$ cat src/rtl/alu_pkg.sv
// alu_pkg: shared definitions for the ALU command issuer.
//   ALU_ADD..ALU_EQ : 3-bit opcodes presented on alu_x
//   state_e         : issuer FSM states (IDLE, DRIVE, CAPTURE, RESP)
//   is_arith(op)    : 1 for add/sub, the only ops whose flags are meaningful
package alu_pkg;

  localparam logic [2:0] ALU_ADD = 3'b000;
  localparam logic [2:0] ALU_SUB = 3'b001;
  localparam logic [2:0] ALU_NOT = 3'b010;
  localparam logic [2:0] ALU_AND = 3'b011;
  localparam logic [2:0] ALU_OR  = 3'b100;
  localparam logic [2:0] ALU_XOR = 3'b101;
  localparam logic [2:0] ALU_SLT = 3'b110;
  localparam logic [2:0] ALU_EQ  = 3'b111;

  typedef enum logic [1:0] {
    IDLE    = 2'd0,
    DRIVE   = 2'd1,
    CAPTURE = 2'd2,
    RESP    = 2'd3
  } state_e;

  function automatic logic is_arith(input logic [2:0] op);
    return (op == ALU_ADD) || (op == ALU_SUB);
  endfunction

endpackage

$ cat src/rtl/alu_cmd_fifo.sv
// alu_cmd_fifo: DEPTH-entry synchronous FIFO holding packed {op, a, b} commands.
//   clk, rst         : clock, synchronous active-high reset (empties FIFO)
//   push_i, data_i   : write request/data; ignored when full
//   pop_i, data_o    : read request; data_o shows the head entry combinationally
//   full_o, empty_o  : status
//   count_o          : occupancy, clog2(DEPTH)+1 bits
module alu_cmd_fifo #(
  parameter int unsigned W     = 11,
  parameter int unsigned DEPTH = 4
) (
  input  logic                     clk,
  input  logic                     rst,
  input  logic                     push_i,
  input  logic [W-1:0]             data_i,
  input  logic                     pop_i,
  output logic [W-1:0]             data_o,
  output logic                     full_o,
  output logic                     empty_o,
  output logic [$clog2(DEPTH):0]   count_o
);

  localparam int unsigned AW = $clog2(DEPTH);

  logic [W-1:0]  mem_q [DEPTH];
  logic [AW-1:0] wr_ptr_q;
  logic [AW-1:0] rd_ptr_q;
  logic [AW:0]   count_q;
  logic          do_push;
  logic          do_pop;

  assign full_o  = (count_q == (AW+1)'(DEPTH));
  assign empty_o = (count_q == '0);
  assign do_push = push_i && !full_o;
  assign do_pop  = pop_i && !empty_o;
  assign data_o  = mem_q[rd_ptr_q];
  assign count_o = count_q;

  // Pointers are exactly AW bits, so DEPTH being a power of two gives free wrap.
  always_ff @(posedge clk) begin
    if (rst) begin
      wr_ptr_q <= '0;
      rd_ptr_q <= '0;
      count_q  <= '0;
    end else begin
      if (do_push) begin
        mem_q[wr_ptr_q] <= data_i;
        wr_ptr_q        <= wr_ptr_q + 1'b1;
      end
      if (do_pop) begin
        rd_ptr_q <= rd_ptr_q + 1'b1;
      end
      case ({do_push, do_pop})
        2'b10:   count_q <= count_q + 1'b1;
        2'b01:   count_q <= count_q - 1'b1;
        default: count_q <= count_q;
      endcase
    end
  end

endmodule

$ cat src/rtl/alu_cmd_issuer.sv
// alu_cmd_issuer: initiator side of the combinational ALU interface.
// Buffers commands in a FIFO, drives one at a time onto alu_a/alu_b/alu_x,
// holds them SETTLE_CYCLES, captures result and flags, returns a response.
//   clk, rst                       : clock, synchronous active-high reset
//   cmd_valid/cmd_ready            : command stream; cmd_op, cmd_a, cmd_b payload
//   rsp_valid/rsp_ready            : response stream; rsp_data, rsp_ovf/zero/carry
//   alu_a, alu_b, alu_x            : operands/opcode to the ALU
//   alu_out, alu_overflower,
//   alu_zero, alu_carry_flag       : ALU result and flags
//   busy                           : command in flight or queued
// Optional (ALU_STICKY_STATUS_EN): sticky_clr in, sticky_ovf/sticky_carry out.
module alu_cmd_issuer
  import alu_pkg::*;
#(
  parameter int unsigned WIDTH         = 4,
  parameter int unsigned DEPTH         = 4,
  parameter int unsigned SETTLE_CYCLES = 1
) (
  input  logic             clk,
  input  logic             rst,
  input  logic             cmd_valid,
  output logic             cmd_ready,
  input  logic [2:0]       cmd_op,
  input  logic [WIDTH-1:0] cmd_a,
  input  logic [WIDTH-1:0] cmd_b,
  output logic             rsp_valid,
  input  logic             rsp_ready,
  output logic [WIDTH-1:0] rsp_data,
  output logic             rsp_ovf,
  output logic             rsp_zero,
  output logic             rsp_carry,
  output logic [WIDTH-1:0] alu_a,
  output logic [WIDTH-1:0] alu_b,
  output logic [2:0]       alu_x,
  input  logic [WIDTH-1:0] alu_out,
  input  logic             alu_overflower,
  input  logic             alu_zero,
  input  logic             alu_carry_flag,
  output logic             busy
`ifdef ALU_STICKY_STATUS_EN
  ,
  input  logic             sticky_clr,
  output logic             sticky_ovf,
  output logic             sticky_carry
`endif
);

  localparam int unsigned EW = 2*WIDTH + 3;
  localparam int unsigned CW = (SETTLE_CYCLES > 1) ? $clog2(SETTLE_CYCLES) : 1;

  state_e              state_q;
  logic [CW-1:0]       settle_q;
  logic [WIDTH-1:0]    a_q;
  logic [WIDTH-1:0]    b_q;
  logic [2:0]          op_q;
  logic                rsp_valid_q;
  logic [WIDTH-1:0]    rsp_data_q;
  logic                rsp_ovf_q;
  logic                rsp_zero_q;
  logic                rsp_carry_q;

  logic                fifo_full;
  logic                fifo_empty;
  logic                fifo_pop;
  logic [EW-1:0]       fifo_head;
  logic [$clog2(DEPTH):0] fifo_count;
  logic [2:0]          head_op;
  logic [WIDTH-1:0]    head_a;
  logic [WIDTH-1:0]    head_b;

  alu_cmd_fifo #(
    .W     (EW),
    .DEPTH (DEPTH)
  ) u_fifo (
    .clk     (clk),
    .rst     (rst),
    .push_i  (cmd_valid),
    .data_i  ({cmd_op, cmd_a, cmd_b}),
    .pop_i   (fifo_pop),
    .data_o  (fifo_head),
    .full_o  (fifo_full),
    .empty_o (fifo_empty),
    .count_o (fifo_count)
  );

  assign {head_op, head_a, head_b} = fifo_head;

  // Pop whenever the FSM is free to take the next command: from IDLE, or on
  // the response handshake so back-to-back commands skip IDLE.
  always_comb begin
    fifo_pop = 1'b0;
    if (!fifo_empty) begin
      fifo_pop = (state_q == IDLE) || ((state_q == RESP) && rsp_ready);
    end
  end

  always_ff @(posedge clk) begin
    if (rst) begin
      state_q     <= IDLE;
      settle_q    <= '0;
      a_q         <= '0;
      b_q         <= '0;
      op_q        <= '0;
      rsp_valid_q <= 1'b0;
      rsp_data_q  <= '0;
      rsp_ovf_q   <= 1'b0;
      rsp_zero_q  <= 1'b0;
      rsp_carry_q <= 1'b0;
    end else begin
      case (state_q)
        IDLE: begin
          if (fifo_pop) begin
            a_q      <= head_a;
            b_q      <= head_b;
            op_q     <= head_op;
            settle_q <= '0;
            state_q  <= DRIVE;
          end
        end
        DRIVE: begin
          if (settle_q == CW'(SETTLE_CYCLES - 1)) begin
            state_q <= CAPTURE;
          end else begin
            settle_q <= settle_q + 1'b1;
          end
        end
        CAPTURE: begin
          rsp_data_q  <= alu_out;
          rsp_ovf_q   <= alu_overflower & is_arith(op_q);
          rsp_zero_q  <= alu_zero       & is_arith(op_q);
          rsp_carry_q <= alu_carry_flag & is_arith(op_q);
          rsp_valid_q <= 1'b1;
          state_q     <= RESP;
        end
        RESP: begin
          if (rsp_ready) begin
            rsp_valid_q <= 1'b0;
            if (fifo_pop) begin
              a_q      <= head_a;
              b_q      <= head_b;
              op_q     <= head_op;
              settle_q <= '0;
              state_q  <= DRIVE;
            end else begin
              state_q <= IDLE;
            end
          end
        end
        default: state_q <= IDLE;
      endcase
    end
  end

`ifdef ALU_STICKY_STATUS_EN
  logic sticky_ovf_q;
  logic sticky_carry_q;

  // Clear has priority over a set arriving in the same cycle.
  always_ff @(posedge clk) begin
    if (rst) begin
      sticky_ovf_q   <= 1'b0;
      sticky_carry_q <= 1'b0;
    end else if (sticky_clr) begin
      sticky_ovf_q   <= 1'b0;
      sticky_carry_q <= 1'b0;
    end else if ((state_q == CAPTURE) && is_arith(op_q)) begin
      if (alu_overflower) sticky_ovf_q   <= 1'b1;
      if (alu_carry_flag) sticky_carry_q <= 1'b1;
    end
  end

  assign sticky_ovf   = sticky_ovf_q;
  assign sticky_carry = sticky_carry_q;
`endif

  // Operand registers only load on pop, so the ALU inputs hold their last
  // value outside DRIVE/CAPTURE.
  assign alu_a     = a_q;
  assign alu_b     = b_q;
  assign alu_x     = op_q;
  assign cmd_ready = !fifo_full;
  assign rsp_valid = rsp_valid_q;
  assign rsp_data  = rsp_data_q;
  assign rsp_ovf   = rsp_ovf_q;
  assign rsp_zero  = rsp_zero_q;
  assign rsp_carry = rsp_carry_q;
  assign busy      = (state_q != IDLE) || (fifo_count != '0);

endmodule

$ cat config.mk
export PLATFORM = sky130hd
export DESIGN_NAME = alu_cmd_issuer
export DESIGN_NICKNAME = d
export VERILOG_FILES = /design/src/rtl/alu_pkg.sv /design/src/rtl/alu_cmd_fifo.sv /design/src/rtl/alu_cmd_issuer.sv
export SDC_FILE = /design/constraint.sdc
export NUM_CORES = 1
export LEC_CHECK = 0
export BUFFER_PORTS_ARGS = -buffer_cell sky130_fd_sc_hd__buf_2
export CORE_MARGIN = 5
export CORE_UTILIZATION = 29
export DETAILED_ROUTE_END_ITERATION = 10
export GPL_ROUTABILITY_DRIVEN = 0
export MAX_ROUTING_LAYER = met4
export PLACE_DENSITY = 0.49
export SLEW_MARGIN = 0
export SYNTH_ARGS = -nofsm -noshare
export SYNTH_HDL_FRONTEND = slang
export SYNTH_SLANG_ARGS = --single-unit
$ cat constraint.sdc
create_clock -name clk -period 2.2 [get_ports clk]
set_clock_uncertainty 0.15 [all_clocks]
set_input_delay 0.55 -clock clk [delete_from_list [all_inputs] [get_ports clk]]
set_output_delay 0.55 -clock clk [all_outputs]
set_load 0.01 [all_outputs]
## Yosys cells after proc, flatten, opt, wreduce, memory -nomap -nowiden

Memory sizes are Yosys's and may differ from the RTL's. A register that Yosys moved wholly into a read port is not among the register bits.
Cells that the tools add are included.

| storage, ports and cells | value |
|---|---|
| flip-flop bits (word level) | 29 |
| bits in writable memories | 44 |
| bits of input ports | 22 |
| logic and storage cells | 80 |
| memories | 1 |

| operators by class | value |
|---|---|
| add/sub/neg operators | 5 |
| eq/ne operators | 10 |
| muxes and demuxes | 27 |
| bitwise operators | 3 |
| reductions and logical operators | 21 |

Memories:

| memory | words | bits a word | read ports | clocked after memory_dff | write ports | RTL line | source |
|---|---|---|---|---|---|---|---|
| u_fifo.mem_q | 4 | 11 | 1 | 1 | 1 | alu_cmd_fifo.sv:24 | `logic [W-1:0] mem_q [DEPTH];` |

Operator list:

| kind | count |
|---|---|
| $mux 4 | 4 |
| $pmux 4 s2 | 2 |
| $pmux 3 s2 | 2 |
| $mux 2 | 5 |
| $mux 1 | 9 |
| $pmux 2 s4 | 1 |
| $reduce_bool 2->1 | 4 |
| $eq 2x2->1 const B | 3 |
| $logic_not 3->1 | 2 |
| $mux 3 | 2 |
| $reduce_and 2->1 | 3 |
| $reduce_bool 3->1 | 2 |
| $add 2x1->2 const B | 2 |
| $eq 2x1->1 const B | 2 |
| $ne 2x2->1 const B | 2 |
| $add 3x1->3 const B | 1 |
| $and 1x1->1 | 3 |
| $eq 3x1->1 const B | 1 |
| $eq 3x3->1 const B | 1 |
| $logic_and 1x1->1 | 3 |
| $logic_or 1x1->1 | 3 |
| $pmux 1 s3 | 1 |
| $reduce_and 3->1 | 1 |
| $sub 3x1->3 const B | 1 |
| other kinds (5) | 6 |

## Depth between registers and ports, before layout

Gate-level depths: netlist (run 1).

| depth | value |
|---|---|
| word-level depth | 7 |
| depth in mapped cells | 10 |
| mapped depth without buffers | 10 |

## Modules after synthesis

Synthesis (run 1) repeated with hierarchy kept, for this count alone.

| unflattened totals | value |
|---|---|
| cells, all modules | 214 |
| area total of the unflattened synthesis | 3049.2 sq um |

Modules (own cells, without submodules):

| module | times used | cells an instance | area each (sq um) |
|---|---|---|---|
| alu_cmd_fifo | 1 | 111 | 2068.2 |
| alu_cmd_issuer | 1 | 103 | 980.9 |

## Worst setup path before layout (run 1)

OpenSTA, ideal clock, no wires.

| timing | value |
|---|---|
| path type | reg-to-reg |
| start | register u_fifo.count_q[2], in the netlist u_fifo.count_o[2] |
| end | register u_fifo.count_q[2], in the netlist u_fifo.count_o[2] |
| library setup time | 0.070 ns |
| data arrival time | 2.128 ns |
| setup slack | -0.148 ns |
| stages on the path, launching flop included | 10 |
| clock period less this slack | 2.348 ns |
| path through | dfxtp_1 -> nor3b_1 -> inv_1 -> nand2_1 -> ha_1 -> inv_1 -> fa_1 -> xor2_1 -> or3_1 -> a21oi_1 |

| between the ends | value |
|---|---|
| cells in the longest elaborated chain, start to end | 5 |
| elaborated cells on any way between the ends | 13 |
| those cells by class | 2 x add/sub; 3 x eq/ne; 2 x mux; 6 x reduce/logical |

RTL lines:

| what | RTL line | source |
|---|---|---|
| from (decl) | alu_cmd_fifo.sv:27 | `logic [AW:0] count_q;` |
| from (signal assigned) | alu_cmd_fifo.sv:53 | `2'b10: count_q <= count_q + 1'b1;` |
| from (signal assigned) | alu_cmd_fifo.sv:54 | `2'b01: count_q <= count_q - 1'b1;` |
| from (signal assigned) | alu_cmd_fifo.sv:55 | `default: count_q <= count_q;` |
| $eq 3x3->1 (*) | alu_cmd_fifo.sv:31 | `assign full_o = (count_q == (AW+1)'(DEPTH));` |
| $logic_not 1->1 (*) | - |  |
| named net cmd_ready | alu_cmd_issuer.sv:22 | `output logic cmd_ready,` |
| $logic_and 1x1->1 (*) | alu_cmd_fifo.sv:33 | `assign do_push = push_i && !full_o;` |
| $eq 2x1->1 / $eq 2x2->1 (equally long branches) | alu_cmd_fifo.sv:52 | `case ({do_push, do_pop})` |
| $pmux 3 s2 / $reduce_bool 2->1 (equally long branches) | - |  |

The timed path passes the listed nets; every way through them passes the cells marked *.
A chain may end at the register's enable or synchronous reset.

## Worst setup path in the final report (run 1)

| timing | value |
|---|---|
| start | register state_q[0] |
| end | register state_q[1] |

| between the ends | value |
|---|---|
| cells in the longest elaborated chain, start to end | 6 |
| elaborated cells on any way between the ends | 12 |
| those cells by class | 6 x eq/ne; 2 x mux; 4 x reduce/logical |

RTL lines:

| what | RTL line | source |
|---|---|---|
| from (decl) | alu_cmd_issuer.sv:51 | `state_e state_q;` |
| from (signal assigned) | alu_cmd_issuer.sv:99 | `state_q <= IDLE;` |
| from (signal assigned) | alu_cmd_issuer.sv:117 | `state_q <= DRIVE;` |
| from (signal assigned) | alu_cmd_issuer.sv:122 | `state_q <= CAPTURE;` |
| $eq 2x2->1 | alu_cmd_issuer.sv:93, alu_cmd_issuer.sv:110 |  |
| $logic_and 1x1->1 | alu_cmd_issuer.sv:93 | `fifo_pop = (state_q == IDLE) \|\| ((state_q == RESP) && rsp_ready);` |
| $logic_or 1x1->1 | alu_cmd_issuer.sv:93 |  |
| $mux 1 | alu_cmd_issuer.sv:92 | `if (!fifo_empty) begin` |
| $ne 2x1->1 (no line) | - |  |
| $reduce_and 3->1 (no line) | - |  |

Several ways; a longest one is shown, not always the timed one.

==> results.toml, run 1 <==
[power_and_ir_drop]
ir_drop_v = 0.000435
power_density_nw_per_um2 = 1290
p_leak_nw = 1.43
power_w = 0.00503

[clocking]
cts_tree = "built"
cts-root-buf = "clkbuf_8"
clk_pin_slew_ns = 0.08
ctsHoldBuffers = 0
max-clock-path-buffers = 2
cts_sinks = 74
htree_levels = 3
clock_latency_ns = 0.34
cts_buffers = 9

[floorplan]
die_w_microns = 111
std_cell_rows = 37
fp.coreArea_sq_um = 10200
dieHeight_microns = 111
ios = 43
initial_utilization_pct = 29.3
dieArea_sq_um = 12400

[setup_path]
cpMostUsedCell = "buf_4"
worstSetupEndpointType = "flip-flop"
cp_slowest_stage_delay_ns = 0.37
crit_chain = "inv_4 -> ha_4 -> buf_6 -> nor4b_4 -> inv_2 -> buf_4 -> buf_4 -> buf_4 -> buf_4 -> buf_4 -> buf_4 -> nand3b_1 -> a21oi_1"
path_class = "flip-flop to flip-flop"
cp_slowest_cell = "dfxtp_4"
crit_fanout = 3
start_kind = "flip-flop"
worst_ep_arrival_time_ns = 2.24
cp_data_required_time_ns = 2.26

[detailed_routing]
via_per_inst = 4.50
antenna_left = 0
drtIter0Drc = 107
wl_microns = 6390
wire_per_inst_microns = 14.9
remaining_drc_errors = 0
firstDrtPassIters = 4
vias = 1936

[final_layout]
final_cell_area_sq_um = 3900
nets = 321
antenna_cells = 0
final_core_util_pct = 38.3
synthToLayoutAreaGrowth_pct = 30.9
drive_gt1_share_pct = 41.5
final_cells = 430
fill_cells = 987

[synthesis]
yosysTopAreaCell = "edfxtp_1"
yosysWarnings = 0
synth_seq_area_share_pct = 64.5
synth_area_per_cell_sq_um = 13.8
syn-num-nets = 248
synth_area_leaders = "edfxtp_1 44%, dfxtp_1 20%, mux4_2 8.3%, a21oi_1 4.0%, ha_1 3.8%"
async_reset_ff_share_pct = 0
synth_cells = 216
synthFlopType = "edfxtp_1"
syn_area_sq_um = 2980
synth_most_common_cell = "edfxtp_1"
synthTopCellsByCount = "44 x edfxtp_1, 30 x dfxtp_1, 24 x a21oi_1"
synth.top_cell.area_share_pct = 44.4
yosysUniqueCellTypes = 32
synth-seq-cells = 74
synth-edff-count = 44

[sta]
max_freq_mhz = 458
setup_tns_ns = 0
final.period_utilization_pct = 99.2
max_slew_margin_pct = 72.4
final-max-slew-violation-count = 0
setup_viol = 0
fin_crit_ns = 2.18
tightest_slew_ns = 0.414
finalHoldViolations = 0
rsz0062_at_grt = "true"

[placed_design]
port_buffers = 42
postPlaceCellArea_sq_um = 3540
hpwl_microns = 4110
dp_cells = 403

[hold_path]
hold_class = "input port to flip-flop"

[global_route]
grt_max_degree = 30
grt_pass1_vias = 2032
antenna_found_initial = 0
grt_pass1_wl_microns = 10500
globalRouteOverflowTotal = 0
groute.usage.overall_pct = 11.1

[outcome]
status = "completed"

[flow_run]
cap_violations = 0
worst max-delay path: cells and delay by family (launching register included):
kind	cells	cell delay [ns]
AO/OA/AOI/OAI	1	0.09
adder cells (fa/ha/maj)	1	0.14
buffers and inverters	9	0.96
flip-flops	1	0.37
AND/OR/NAND/NOR	2	0.33
metal layers:
metal | global-route usage, % | part of all wire [%] | vias up
met1 | 13.8 | 46 | 936
met2 | 17.4 | 46 | 51
li1 | - | - | 943
met3 | 4.18 | 6.0 | 6
met5 | - | 0 | -
met4 | 2.76 | 1.0 | 0
area by class of cell:
class	count	area, sq um	area share [%]
Timing Repair Buffer	72	499	12.8
Tap cell	136	170	4.36
Clock inverter	7	98.8	2.54
Clock buffer	9	124	3.18
Sequential cell	74	1930	49.6
Inverter	11	43.8	1.12
Multi-Input combinational cell	121	1030	26.4
through the flow:
| stage | hold WS, ns | worst slack (ns) |
|---|---|---|
| finish | 0.271 | 0.0174 |
| global route | 0.250 | -0.0556 |
| CTS | 0.254 | 0.000400 |
| detailed placement | 0.312 | -0.0988 |
| global placement | 0.304 | -0.0615 |
| floorplan | 0.303 | 0.0141 |
report_power, final:
part / switching [W] / internal, W / total, W
combinational: 0.00101 / 0.00101 / 0.00202
sequential: 0.000142 / 0.00170 / 0.00184
clock: 0.000523 / 0.000648 / 0.00117
total: 0.00168 / 0.00335 / 0.00503
logic make-up after synthesis:
| group | share of synthesized area [%] |
|---|---|
| adders and majority gates | 4.45 |
| and+or+nand+nor | 9.24 |
| xor gates and xnor gates | 0.588 |
| AOI/OAI and AO/OA | 7.98 |
| DFF | 64.5 |
| muxes | 10.4 |
| buffers and inverters | 2.86 |
worst paths after layout:
check	from	to	slack, ns	cells after the start
setup / recovery	state_q[0]	state_q[1]	0.02	13
hold / removal	cmd_op[2]	u_fifo.mem_q[0][10]	0.27	1
setup reg to reg	state_q[0]	state_q[1]	0.02	13
hold reg to reg	rsp_zero	rsp_zero	0.32	2
registers in the layout, indices dropped and copies added (netlist names), named ones only:
name             flops
rsp_carry            1
u_fifo.count_o       3
alu_x                3
rsp_data             4
state_q              2
rsp_ovf              1
alu_a                4
u_fifo.wr_ptr_q      2
u_fifo.rd_ptr_q      2
rsp_zero             1
alu_b                4
u_fifo.mem_q        44
rsp_valid            1
layout by cell type, fill, tap and decap left out, types with 3 or more instances in the layout:
| cell | synthesis | layout |
|---|---|---|
| a21oi_1 | 24 | 22 |
| and2_1 | 4 | 4 |
| buf_12 | 0 | 4 |
| buf_2 | 2 | 41 |
| buf_4 | 1 | 24 |
| buf_6 | 0 | 3 |
| clkbuf_8 | 0 | 9 |
| dfxtp_1 | 30 | 25 |
| dfxtp_2 | 0 | 3 |
| edfxtp_1 | 44 | 44 |
| ha_1 | 9 | 6 |
| inv_1 | 11 | 6 |
| inv_2 | 0 | 4 |
| inv_6 | 0 | 3 |
| mux2i_1 | 5 | 5 |
| mux4_2 | 11 | 11 |
| nand2b_1 | 4 | 4 |
| nand3_1 | 16 | 16 |
| nor2_1 | 10 | 10 |
| o21ai_0 | 14 | 14 |
repair_timing:
action / CTS / global route
setup endpoints to repair: 2 / 3
setup buffers: 10 / 1
pin swaps: 1 / 4
gates resized for setup: 5 / 13
Power figures use the tool's default switching activity.
==> run 2, diff against run 1 <==
--- a/config.mk
+++ b/config.mk
@@ -6,12 +6,15 @@
 export NUM_CORES = 1
 export LEC_CHECK = 0
 export BUFFER_PORTS_ARGS = -buffer_cell sky130_fd_sc_hd__buf_2
+export CELL_PAD_IN_SITES_DETAIL_PLACEMENT = 1
+export CELL_PAD_IN_SITES_GLOBAL_PLACEMENT = 1
+export CORE_ASPECT_RATIO = 1.2
 export CORE_MARGIN = 5
 export CORE_UTILIZATION = 29
 export DETAILED_ROUTE_END_ITERATION = 10
 export GPL_ROUTABILITY_DRIVEN = 0
 export MAX_ROUTING_LAYER = met4
-export PLACE_DENSITY = 0.49
+export PLACE_DENSITY = 0.57
 export SLEW_MARGIN = 0
 export SYNTH_ARGS = -nofsm -noshare
 export SYNTH_HDL_FRONTEND = slang
==> run 2 against run 1 <==
  * Wire length down 1.2%
  * Worst hold slack improved by 0.012 ns
  * Fmax up 1.3%
  * Count of clock-buffer cells in the layout is the same
  * Clock power rose by 29%
  * Power grew 1.7%
  * Setup slack improved by 0.029 ns
  * Critical path type unchanged
  * Largest power group is now sequential cells
==> results.toml, run 2 (synthesis gave the netlist of run 1 again) <==
[global_route]
globalRouteOverflowTotal = 0
grt_pass1_vias = 2046
antenna_found_initial = 0
groute.usage.overall_pct = 11.3
grt_pass1_wl_microns = 10400
grt_max_degree = 30

[setup_path]
reg2reg_from = "state_q[1]"
worstSetupEndpointType = "flip-flop"
crit_chain = "inv_4 -> ha_4 -> a21oi_1 -> nor2_1 -> ha_2 -> inv_1 -> fa_2 -> xor2_1 -> or3_1 -> a21oi_2"
cp.buffers_inverters = 2
crit_fanout = 3
cp_slowest_cell = "dfxtp_4"
start_kind = "flip-flop"
path_class = "flip-flop to flip-flop"
cp_slowest_stage_delay_ns = 0.37
worst_ep_arrival_time_ns = 2.27
cp-startpoint = "state_q[1]"
critical_path.top_delay_family = "adder cells"
cp_data_required_time_ns = 2.31

[detailed_routing]
firstDrtPassIters = 3
wl_microns = 6310
via_per_inst = 4.63
drtIter0Drc = 79
vias = 1918
antenna_left = 0
remaining_drc_errors = 0
wire_per_inst_microns = 15.3

[sta]
final-max-slew-violation-count = 0
rsz0062_at_grt = "true"
fin_crit_ns = 2.15
tightest_slew_ns = 0.534
holdWs_ns = 0.283
setup_viol = 0
max_slew_margin_pct = 64.4
max_freq_mhz = 464
finalHoldViolations = 0
final.period_utilization_pct = 97.9

[final_layout]
layout_commonest_cell = "edfxtp_1"
antenna_cells = 0
final_core_util_pct = 38.4
fill_cells = 1078
largest_register_ffs = 44
nets = 315
mostFrequentLayoutCells = "44 x edfxtp_1, 42 x buf_2, 25 x dfxtp_1, 24 x buf_4, 23 x a21oi_1"
final_cells = 414
drive_gt1_share_pct = 38.9
top_register = "u_fifo.mem_q"
synthToLayoutAreaGrowth_pct = 29.7

[hold_path]
hold_class = "input port to flip-flop"
hp-start = "cmd_b[3]"

[clocking]
cts_buffers = 9
htree_levels = 3
cts_tree = "built"
cts_sinks = 74
clk_pin_slew_ns = 0.06
clock_latency_ns = 0.33
cts-root-buf = "clkbuf_16"
ctsHoldBuffers = 0
max-clock-path-buffers = 2

[flow_run]
cap_violations = 0

[floorplan]
die_w_microns = 103
initial_utilization_pct = 29.6
std_cell_rows = 40
dieArea_sq_um = 12400
dieHeight_microns = 121
fp.coreArea_sq_um = 10100
ios = 43

[placed_design]
dp_cells = 393
port_buffers = 42
hpwl_microns = 4380

[power_and_ir_drop]
p_leak_nw = 1.43
power_density_nw_per_um2 = 1320
ir_drop_v = 0.000414

[outcome]
status = "completed"
[run 2: area by class of cell]
class	instances	area [sq um]	area share [%]
flip-flops and latches	74	1930	50.0
multi-input cells	121	1030	26.6
repair buffers	66	390	10.1
clock buffers	9	225	5.83
well taps	126	158	4.08
clock inverters	7	83.8	2.17
inverters	11	46.3	1.20
[run 2: worst paths after layout]
path	endpoint	slack, ns	cells past startpoint
min reg2reg	rsp_ovf	0.33	2
max	u_fifo.count_o[2]	0.05	10
max reg2reg	u_fifo.count_o[2]	0.05	10
min	u_fifo.mem_q[1][3]	0.28	1
[run 2: what timing repair did]
action | CTS | global route
gates cloned | 0 | 0
pin swaps | 4 | 3
setup buffers | 2 | 3
endpoints found under the hold margin | 0 | 0
gates resized for setup | 8 | 4
endpoints found under the setup margin | 2 | 2
[run 2: metal layers]
| layer | track usage (%) | share of wire [%] |
|---|---|---|
| met1 | 13.2 | 44 |
| met2 | 18.1 | 49 |
| met3 | 2.59 | 3.9 |
| met4 | 5.41 | 2.1 |
| met5 | - | 0 |
[run 2: through the flow]
| step | power (W) | setup slack [ns] | setup TNS, ns | cell area (sq um) |
|---|---|---|---|---|
| finish | 0.00512 | 0.0461 | 0 | 3860 |
| floorplan | 0.00289 | 0.0141 | 0 | 3010 |
| CTS | 0.00515 | 0.0214 | 0 | 3830 |
| global placement | 0.00348 | -0.0634 | -0.0634 | 3470 |
| global route | 0.00548 | -0.0395 | -0.0778 | 3860 |
| detailed placement | 0.00351 | -0.109 | -0.109 | 3470 |
[run 2: where the power goes]
part | switching [W] | internal [W] | total (W)
sequential | 0.000147 | 0.00170 | 0.00185
clock | 0.000606 | 0.000900 | 0.00151
combinational | 0.000917 | 0.000845 | 0.00176
total | 0.00167 | 0.00345 | 0.00512
==> run 3, diff against run 2 <==
--- a/config.mk
+++ b/config.mk
@@ -5,16 +5,16 @@
 export SDC_FILE = /design/constraint.sdc
 export NUM_CORES = 1
 export LEC_CHECK = 0
-export BUFFER_PORTS_ARGS = -buffer_cell sky130_fd_sc_hd__buf_2
 export CELL_PAD_IN_SITES_DETAIL_PLACEMENT = 1
 export CELL_PAD_IN_SITES_GLOBAL_PLACEMENT = 1
 export CORE_ASPECT_RATIO = 1.2
 export CORE_MARGIN = 5
 export CORE_UTILIZATION = 29
 export DETAILED_ROUTE_END_ITERATION = 10
+export DONT_BUFFER_PORTS = 1
 export GPL_ROUTABILITY_DRIVEN = 0
 export MAX_ROUTING_LAYER = met4
-export PLACE_DENSITY = 0.57
+export PLACE_DENSITY = 0.52
 export SLEW_MARGIN = 0
 export SYNTH_ARGS = -nofsm -noshare
 export SYNTH_HDL_FRONTEND = slang
==> run 3 against run 2 <==
  * Non-clock buffer count fell by 44
  * Wire length rose by 3.3%
  * Power fell by 2.9%
  * Critical path depth fell by 5
  * Sequential power rose by 4%
  * Via count fell by 7.2%
  * Sequential share of layout area rose by 3.0 points
  * Utilization fell by 2.2 points
  * Sequential cell count did not move
  * Cell count fell by 11%
  * Fmax rose by 1.8%
  * Critical path type is now flip-flop to output pin
==> results.toml, run 3 (synthesis gave the netlist of run 1 again) <==
[final_layout]
drive_gt1_share_pct = 29.1
fill_cells = 1062
top_register = "u_fifo.mem_q"
layout_commonest_cell = "edfxtp_1"
largest_register_ffs = 44
final_core_util_pct = 36.2
synthToLayoutAreaGrowth_pct = 22.1
nets = 271
mostFrequentLayoutCells = "44 x edfxtp_1, 25 x dfxtp_1, 23 x a21oi_1, 22 x buf_4, 16 x nand3_1"
final_cell_area_sq_um = 3640
antenna_cells = 0

[setup_path]
path_class = "flip-flop to output pin"
crit_fanout = 4
worstSetupEndpointType = "output pin"
worst_ep_arrival_time_ns = 1.42
cp_data_required_time_ns = 1.50
start_kind = "flip-flop"

[power_and_ir_drop]
power_density_nw_per_um2 = 1370
p_leak_nw = 1.22
ir_drop_v = 0.000464

[clocking]
cts_tree = "built"
ctsHoldBuffers = 0
htree_levels = 3
max-clock-path-buffers = 2
clk_pin_slew_ns = 0.06
cts_sinks = 74
cts_buffers = 9
clock_latency_ns = 0.33
cts-root-buf = "clkbuf_16"

[placed_design]
postPlaceCellArea_sq_um = 3260
port_buffers = 0
pre_cts_slack_ns = -0.00964
hpwl_microns = 4410

[sta]
final.period_utilization_pct = 96.2
rsz0062_at_grt = "true"
tightest_slew_ns = 0.537
fin_crit_ns = 2.12
max_slew_margin_pct = 64.2
max_freq_mhz = 472
finalHoldViolations = 0
final-max-slew-violation-count = 0
setup_viol = 0
layout_setup_ws_ns = 0.0835
setup_tns_ns = 0
holdWs_ns = 0.126

[global_route]
grt_pass1_wl_microns = 10100
antenna_found_initial = 0
groute.usage.overall_pct = 11.4
globalRouteOverflowTotal = 0
grt_pass1_vias = 1875
grt_max_degree = 31

[floorplan]
std_cell_rows = 40
ios = 43
dieArea_sq_um = 12400
die_w_microns = 103
dieHeight_microns = 121
initial_utilization_pct = 29.6
fp.coreArea_sq_um = 10100

[hold_path]
hold_class = "input port to flip-flop"

[detailed_routing]
vias = 1780
antenna_left = 0
wire_per_inst_microns = 17.6
drtIter0Drc = 62
firstDrtPassIters = 4
via_per_inst = 4.81
wl_microns = 6520
remaining_drc_errors = 0

[flow_run]
cap_violations = 0

[outcome]
status = "completed"
[run 3: cell count changes in the layout (fill, tap and decap cells not counted)]
cell | before | now
inv_4 | 2 | 1
dfxtp_4 | 2 | 1
buf_2 | 42 | 0
xor2_2 | 0 | 1
inv_2 | 0 | 3
buf_4 | 24 | 22
xor2_1 | 2 | 1
inv_1 | 9 | 7
inv_8 | 1 | 0
inv_6 | 3 | 4
dfxtp_2 | 3 | 4
[run 3: what timing repair did]
item | in CTS | in global routing
endpoints found under the setup margin | 2 | 2
pin swaps | 2 | 6
resized for setup | 8 | 5
buffers inserted | 1 | 3
[run 3: worst paths after layout]
path / start / end / slack (ns) / depth (start not counted)
setup / recovery: state_q[0] / busy / 0.08 / 5
hold / removal: rst / u_fifo.count_o[2] / 0.13 / 1
setup reg to reg: u_fifo.count_o[1] / u_fifo.count_o[2] / 0.09 / 9
hold reg to reg: rsp_ovf / rsp_ovf / 0.36 / 2
[run 3: metrics by stage]
| stage | instances | total power [W] |
|---|---|---|
| global route | 370 | 0.00530 |
| finish | 370 | 0.00497 |
| global placement | 350 | 0.00334 |
| CTS | 367 | 0.00498 |
| floorplan | 216 | 0.00289 |
| detailed placement | 350 | 0.00338 |
[run 3: report_power, final]
| part | internal [W] | switching (W) |
|---|---|---|
| registers | 0.00170 | 0.000215 |
| clock network | 0.000896 | 0.000607 |
| logic | 0.000719 | 0.000831 |
[run 3: cell type report]
type | instances | area, sq um | area share, %
clock inverters | 7 | 81.3 | 2.24
clock buffers | 9 | 225 | 6.19
well taps | 126 | 158 | 4.33
repair buffers | 22 | 165 | 4.54
flip-flops and latches | 74 | 1930 | 53.1
multi-input cells | 121 | 1030 | 28.4
inverters | 11 | 43.8 | 1.20
[run 3: critical path, cell delays in order (launching register included)]
cell	delay (ns)
dfxtp_4	0.37
inv_4	0.07
ha_4	0.14
buf_4	0.11
nor4b_4	0.30
inv_2	0.11
[run 3: metal layers]
| layer | vias up | track usage (%) | share of wire, % |
|---|---|---|---|
| met1 | 879 | 12.7 | 40 |
| met2 | 46 | 18.4 | 51 |
| met3 | 8 | 3.62 | 7.4 |
| li1 | 847 | - | - |
| met5 | - | - | 0 |
| met4 | 0 | 5.17 | 1.6 |
